File: config.mk
export PLATFORM = sky130hd
export DESIGN_NAME = uart_rx_fifo
export DESIGN_NICKNAME = d
export VERILOG_FILES = /design/src/rtl/uart_rx_fifo.sv
export SDC_FILE = /design/constraint.sdc
export NUM_CORES = 1
export LEC_CHECK = 0
export BUFFER_PORTS_ARGS = -buffer_cell sky130_fd_sc_hd__buf_2
export CAP_MARGIN = 40
export CORE_AREA = 2 2 111 113
export CTS_CLUSTER_SIZE = 16
export DETAILED_ROUTE_END_ITERATION = 7
export DIE_AREA = 0 0 113 115
export PLACE_DENSITY = 0.79
export SYNTH_ARGS = -nofsm -noshare
export SYNTH_HDL_FRONTEND = slang
export SYNTH_SLANG_ARGS = --single-unit
File: constraint.sdc
create_clock -name sys_clk -period 2.6 [get_ports sys_clk]
set_input_delay 0.13 -clock sys_clk [delete_from_list [all_inputs] [get_ports sys_clk]]
set_output_delay 0.13 -clock sys_clk [all_outputs]
set_load 0.1 [all_outputs]
File: src/rtl/uart_rx_fifo.sv
`default_nettype none
// +--------------------------------------------------------------------------+
// | uart_rx_fifo : parity-checking FWFT receive buffer with overflow/perr    |
// | Revision     : 1.0                                                       |
// +--------------------------------------------------------------------------+
module uart_rx_fifo #(
  parameter int DEPTH      = 16,
  parameter int ADDR_W     = 4,
  parameter bit PARITY_ODD = 1'b0
) (
  input  logic              sys_clk,
  input  logic              reset,
  input  logic [7:0]        rx_data,
  input  logic              rx_parity,
  input  logic              rx_valid,
  input  logic              rd_en,
  output logic [7:0]        rd_data,
  output logic              rd_err,
  output logic              empty,
  output logic              full,
  output logic [ADDR_W:0]   count,
  output logic              overflow,
  output logic [7:0]        parity_err_cnt,
  input  logic              clr_status
);

  localparam logic [ADDR_W:0]   C_DEPTH   = (ADDR_W+1)'(DEPTH);
  localparam logic [ADDR_W:0]   C_CNT_ONE = (ADDR_W+1)'(1);
  localparam logic [ADDR_W-1:0] C_PTR_ONE = ADDR_W'(1);
  localparam logic [7:0]        C_ERR_MAX = 8'hFF;

  logic [8:0]        mem_q [DEPTH];
  logic [ADDR_W-1:0] wr_ptr_q, wr_ptr_d;
  logic [ADDR_W-1:0] rd_ptr_q, rd_ptr_d;
  logic [ADDR_W:0]   count_q, count_d;
  logic              overflow_q, overflow_d;
  logic [7:0]        perr_cnt_q, perr_cnt_d;

  logic w_empty;
  logic w_full;
  logic w_perr;
  logic w_pop;
  logic w_wr;
  logic w_drop;

  assign w_empty = (count_q == '0);
  assign w_full  = (count_q == C_DEPTH);

  // A frame is in error when its total ones-parity differs from the expected sense.
  assign w_perr  = (^rx_data) ^ rx_parity ^ PARITY_ODD;

  assign w_pop   = rd_en && !w_empty;
  assign w_wr    = rx_valid && (!w_full || w_pop);
  assign w_drop  = rx_valid && w_full && !w_pop;

  always_comb begin
    wr_ptr_d   = wr_ptr_q;
    rd_ptr_d   = rd_ptr_q;
    count_d    = count_q;
    overflow_d = overflow_q;
    perr_cnt_d = perr_cnt_q;

    if (w_wr) begin
      wr_ptr_d = wr_ptr_q + C_PTR_ONE;
    end
    if (w_pop) begin
      rd_ptr_d = rd_ptr_q + C_PTR_ONE;
    end

    unique case ({w_wr, w_pop})
      2'b10:   count_d = count_q + C_CNT_ONE;
      2'b01:   count_d = count_q - C_CNT_ONE;
      default: count_d = count_q;
    endcase

    // Clear first so that an event in the same cycle re-sets the status.
    if (clr_status) begin
      overflow_d = 1'b0;
      perr_cnt_d = 8'h00;
    end
    if (w_drop) begin
      overflow_d = 1'b1;
    end
    if (rx_valid && w_perr && (perr_cnt_d != C_ERR_MAX)) begin
      perr_cnt_d = perr_cnt_d + 8'h01;
    end
  end

  always_ff @(posedge sys_clk) begin
    if (reset) begin
      wr_ptr_q   <= '0;
      rd_ptr_q   <= '0;
      count_q    <= '0;
      overflow_q <= 1'b0;
      perr_cnt_q <= 8'h00;
    end else begin
      wr_ptr_q   <= wr_ptr_d;
      rd_ptr_q   <= rd_ptr_d;
      count_q    <= count_d;
      overflow_q <= overflow_d;
      perr_cnt_q <= perr_cnt_d;
    end
  end

  // Storage needs no reset: stale entries are masked while the FIFO is empty.
  always_ff @(posedge sys_clk) begin
    if (!reset && w_wr) begin
      mem_q[wr_ptr_q] <= {w_perr, rx_data};
    end
  end

  assign rd_data        = w_empty ? 8'h00 : mem_q[rd_ptr_q][7:0];
  assign rd_err         = w_empty ? 1'b0  : mem_q[rd_ptr_q][8];
  assign empty          = w_empty;
  assign full           = w_full;
  assign count          = count_q;
  assign overflow       = overflow_q;
  assign parity_err_cnt = perr_cnt_q;

endmodule
`default_nettype wire
# After elaboration in Yosys (flattened, before gate mapping)

Memory sizes are Yosys's and may differ from the RTL's. A register that Yosys moved wholly into a read port is not among the register bits.
Cells that the tools add are included.

$add $sub $neg: 5
Equality and inequality tests: 4
Muxes and demuxes: 11
Bitwise gates (word level): 1
Reductions and logical operators: 16

Operators by type and width:

| operator            | count |
|---|---|
| $mux 8              | 3 |
| $pmux 5 s2          | 1 |
| $add 4x1->4 const B | 2 |
| $add 8x1->8 const B | 1 |
| $mux 4              | 2 |
| $ne 8x8->1 const B  | 1 |
| $reduce_xor 8->1    | 1 |
| $logic_and 1x1->1   | 7 |
| $add 5x1->5 const B | 1 |
| $eq 5x5->1 const B  | 1 |
| $logic_not 5->1     | 1 |
| $mux 1              | 5 |
| $sub 5x1->5 const B | 1 |
| $logic_not 1->1     | 4 |
| $reduce_bool 2->1   | 2 |
| $eq 2x1->1 const B  | 1 |
| $eq 2x2->1 const B  | 1 |
| $logic_or 1x1->1    | 1 |
| $xor 1x1->1         | 1 |

Register bits: 22
Bits in writable memories: 144
Bits of input ports: 14
Output and inout bits: 25
Word-level logic and storage cells: 43
Memories kept: 1

Memories:

| memory | words | width | read ports | clocked after memory_dff | wr ports | RTL line | source |
|---|---|---|---|---|---|---|---|
| mem_q  | 16    | 9     | 1          | 1                        | 1        | 32       | `logic [8:0] mem_q [DEPTH];` |

# Longest topological paths before layout

Depth in word-level cells: 8
Gate-level depth with buffers: 10
Gate-level depth less buffers: 9

# Worst setup path before layout

OpenSTA, ideal clock, no wires.

Path kind: register to output
From: reg count_q[1], in the netlist count[1]
To: out rd_data[0]
Arrival time: 4199 ps
Required time: 2470 ps
Setup slack: -1729 ps
Stages on the path, launching flop included: 6
Path buffers: 2
Cell sequence: dfxtp_1 > buf_2 > or4_1 > clkbuf_1 > nor2_1 > a21oi_1

Longest elaborated chain between the ends: 2

RTL lines:

| what                     | RTL line | source |
|---|---|---|
| start: declaration       | 35       | `logic [ADDR_W:0] count_q, count_d;` |
| start signal: assignment | 99       | `count_q <= count_d;` |
| $logic_not 5->1          | 46       | `assign w_empty = (count_q == '0);` |
| net empty                | 19       | `output logic empty,` |
| $mux 8                   | 112      | `assign rd_data = w_empty ? 8'h00 : mem_q[rd_ptr_q][7:0];` |
| end: declaration         | 17       | `output logic [7:0] rd_data,` |

The timed path passes the listed nets, and every way through them passes these cells.

==> reports/summary.txt <==
STA
-------------------------------------------------------------------------------------------------
Total count of max-transition violations in the final report                                    0
Maximum achievable frequency                                                            0.408 GHz
RSZ-0062 raised after global routing                                                        false
Number of endpoints with negative hold slack in the final report                                0
Final setup violation count                                                                     0
Period utilization                                                                          94.3%
Sum Neg Setup Slack                                                                          0 ns
Transition time at the pin with the least slew margin                                    0.914 ns
Crit path time final                                                                      2.45 ns
Worst-case setup margin in the final layout                                              0.148 ns
Worst max-slew margin expressed relative to the limit                                       38.8%
Final setup skew                                                                        0.0104 ns

DETAILED ROUTING
-------------------------------------------------------------------------------------------------
Pre-antenna DRT Iters                                                                           7
Count of vias placed by the detailed router                                                  3955
Final routed wire length divided by cell count                                            22.5 um
WL final                                                                                  14.4 mm
DR vias/cell                                                                                 6.21
Antenna-violating nets left                                                                     0
Number of DRC markers after the initial detailed-route iteration                              389
Remaining design rule violation count                                                           2

FINISH
-------------------------------------------------------------------------------------------------
Final std cell area, no fill                                                            8220 um^2
Most common library cell in the layout ignoring fill and taps                        sky130_fd_sc_hd__edfxtp_1
Post-synthesis to final-layout area growth                                                  18.7%
Fraction of the core area covered by cells at the end of the flow                           69.6%
Commonest cells after routing, fill and taps aside                                   144 x sky130_fd_sc_hd__edfxtp_1, 41 x sky130_fd_sc_hd__nor2_1, 36 x sky130_fd_sc_hd__mux4_2, 29 x sky130_fd_sc_hd__buf_2, 22 x sky130_fd_sc_hd__buf_4
Post-layout net count                                                                         499
Final Non-Filler Cells                                                                        637
Fraction of final layout cells with drive strength greater than 1                           29.8%
Antenna diode instance count                                                                    0

GLOBAL ROUTE
-------------------------------------------------------------------------------------------------
Number of global-route vias before repair                                                    3889
Largest net degree at the start of global routing                                              37
Final global-route overflow total                                                               0
Initial antenna violation count                                                                 0
First-pass GRT wire length                                                                22.5 mm
Overall Global Routing Usage                                                                24.1%

FLOORPLAN
-------------------------------------------------------------------------------------------------
Die area                                                                               13000 um^2
Die span in x                                                                              113 um
Number of ports placed on the die boundary                                                     39
Height of the die                                                                          115 um
Core Box Area                                                                          11800 um^2
Standard-cell rows                                                                             40
Starting Density                                                                            58.7%

WORST SETUP PATH
-------------------------------------------------------------------------------------------------
Required time at the worst-slack endpoint                                                 2.47 ns
Worst reg2reg endpoint                                                               count[4]$_SDFFE_PP0P_
Data arrival at the endpoint of the critical path                                         2.32 ns
Worst reg2reg startpoint                                                             count[1]$_SDFFE_PP0P_
Slack of the worst reg-to-reg path                                                        0.32 ns
Category of the worst setup path capture point                                        output port
Critical Path Source Type                                                                    flop
Kind of critical path                                                                flop to output port
Max FO, Critical Path                                                                          36
R2r worst-path depth                                                                            9

POWER AND IR DROP
-------------------------------------------------------------------------------------------------
Portion of total power attributed to combinational logic                                    39.6%
Leakage power total                                                                       2.81 nW
Internal power contribution                                                             0.00595 W
Portion of total power attributed to sequential cells                                       33.9%
Total power density per cell area                                                    1160 nW/um^2
Switching power summed over all nets                                                    0.00355 W
Worst-case vdd ir drop                                                                    1.27 mV
Part of the total power dissipated in the clock network                                     26.5%
Switching share of power                                                                    37.3%

HOLD PATH
-------------------------------------------------------------------------------------------------
Number of cells on the worst hold path                                                          1
Hold Path Origin                                                                       rx_data[0]
Worst hold endpoint                                                                  mem_q[2][0]$_DFFE_PP_
Class of the worst hold path                                                         input port to flop

PLACED DESIGN
-------------------------------------------------------------------------------------------------
Placer congestion estimate                                                                  0.876
Number of placed instances, taps included                                                     601
Placement Setup Slack                                                                    0.368 ns
DP Area                                                                                 7580 um^2
Count of input and output buffers                                                              38
Estimated wirelength of the detail-placed design                                          9.28 mm

LOGIC SYNTHESIS
-------------------------------------------------------------------------------------------------
Prevailing post-synth register cell                                                  sky130_fd_sc_hd__edfxtp_1
Count of flip-flops with a built-in enable after synthesis                                    144
Post-synthesis net count                                                                      438
Number of distinct library cell variants in the gate-level netlist after synthesis             44
Async set-or-reset flop fraction in the synthesized netlist                                    0%
Avg Cell Area, Syn                                                                      16.7 um^2
Total standard cell area after synthesis                                                6930 um^2
Total of warnings raised by yosys                                                               0
Post-synthesis sequential element count                                                       170
Sequential share of the synthesized area                                                    69.9%
Mapped Cells                                                                                  416

CLOCK NETWORK
-------------------------------------------------------------------------------------------------
Buffers from clock root to sink, at most                                                        2
Number of buffers created by CTS                                                               17
Clock Root Buffer                                                                    sky130_fd_sc_hd__clkbuf_16
CTS H-tree depth                                                                                4
Sink count of the clock tree                                                                  170
Post-CTS Setup Repair Bufs                                                                      0
TritonCTS clock tree                                                                         done
Clock latency of the later-clocked register in the worst-skew pair                        0.43 ns
Clk slew on worst S/H paths                                                               0.06 ns

OUTCOME
-------------------------------------------------------------------------------------------------
Violated checks                                                                      design-rule violations
Outcome                                                                              complete, but fails checks

RUN
-------------------------------------------------------------------------------------------------
Max-capacitance violation count                                                                 0

-- worst max path at each step --
stage	endpoint	slack [ns]
finish	rd_data[4]	0.15
global route	rd_data[5]	0.05
CTS	rd_data[5]	0.16
detailed placement	count[4]$_SDFFE_PP0P_	0.37
global placement	mem_q[3][4]$_DFFE_PP_	0.37
floorplan	parity_err_cnt[2]$_SDFF_PP0_	0.003
-- registers in the layout, indices dropped and copies added (netlist names), named ones only --
register,cells
parity_err_cnt,8
mem_q,144
wr_ptr_q,4
overflow,1
count,5
rd_ptr_q,4
-- routing by layer --
metal  vias up  part of all wire (%)  GRT usage, %  routed length, um
met4         0                   2.0          9.51                284
met3        22                   7.3          5.75               1050
li1       1750                     -             -                  -
met2       174                    50          38.0               7110
met1      2009                    41          33.1               5920
met5         -                     0             0                  0
-- Yosys cell counts (6+ instances only) --
| master | number | area [um^2] |
|---|---|---|
| sky130_fd_sc_hd__or3_1 | 7 | 43.8 |
| sky130_fd_sc_hd__buf_2 | 6 | 30.0 |
| sky130_fd_sc_hd__clkbuf_1 | 10 | 37.5 |
| sky130_fd_sc_hd__mux4_2 | 36 | 811 |
| sky130_fd_sc_hd__nor2b_1 | 8 | 50.1 |
| sky130_fd_sc_hd__ha_1 | 8 | 100 |
| sky130_fd_sc_hd__nand2_1 | 15 | 56.3 |
| sky130_fd_sc_hd__edfxtp_1 | 144 | 4320 |
| sky130_fd_sc_hd__xor2_1 | 7 | 61.3 |
| sky130_fd_sc_hd__xnor2_1 | 7 | 61.3 |
| sky130_fd_sc_hd__inv_1 | 10 | 37.5 |
| sky130_fd_sc_hd__nor2_1 | 42 | 158 |
| sky130_fd_sc_hd__a22oi_1 | 19 | 143 |
| sky130_fd_sc_hd__dfxtp_1 | 26 | 521 |
| sky130_fd_sc_hd__a21oi_1 | 19 | 95.1 |
-- per-stage QoR --
stage,total power [W],hold WS [ns]
2_1_floorplan,0.00594,0.229
5_1_grt,0.00982,0.00346
6_report,0.00950,0.0127
4_1_cts,0.00955,0.00711
3_5_place_dp,0.00705,0.452
3_3_place_gp,0.00699,0.439
-- area by class of cell --
type	count	area, um^2
Timing Repair Buffer	63	541
Fill cell	739	3590
Tap cell	147	184
Clock inverter	6	53.8
Clock buffer	26	553
Inverter	11	41.3
Sequential cell	170	4850
Multi-Input combinational cell	214	2000
-- critical path, cell delays in order (launching register included) --
cell and delay [ns]:
sky130_fd_sc_hd__dfxtp_2 0.34, sky130_fd_sc_hd__buf_12 0.28, sky130_fd_sc_hd__mux4_2 0.54, sky130_fd_sc_hd__a22oi_1 0.38, sky130_fd_sc_hd__a21oi_2 0.13, sky130_fd_sc_hd__buf_12 0.18
-- repair_timing --
| item | CTS | global route |
|---|---|---|
| setup endpoints to repair | 0 | 0 |
| hold buffers | 1 | 0 |
| gates resized for setup | 0 | 0 |
| hold endpoints to repair | 1 | 0 |
-- logic make-up after synthesis --
group,Yosys count,share of synthesized area [%]
buffers and inverters,32,1.84
XOR/XNOR,16,2.44
multiplexers,41,12.5
adder cells (fa/ha/maj),8,1.44
flip-flops,170,69.9
AND/OR/NAND/NOR,90,6.28
AO/OA/AOI/OAI,59,5.60
-- power groups by stage --
stage               Combinational, W  Clock, W  Sequential (W)
finish                       0.00376   0.00252         0.00322
floorplan                    0.00243         0         0.00352
detailed placement           0.00377         0         0.00327
global route                 0.00394   0.00264         0.00324
global placement             0.00373         0         0.00326
CTS                          0.00379   0.00254         0.00322
Note: power is estimated with default switching activity, not from simulation.
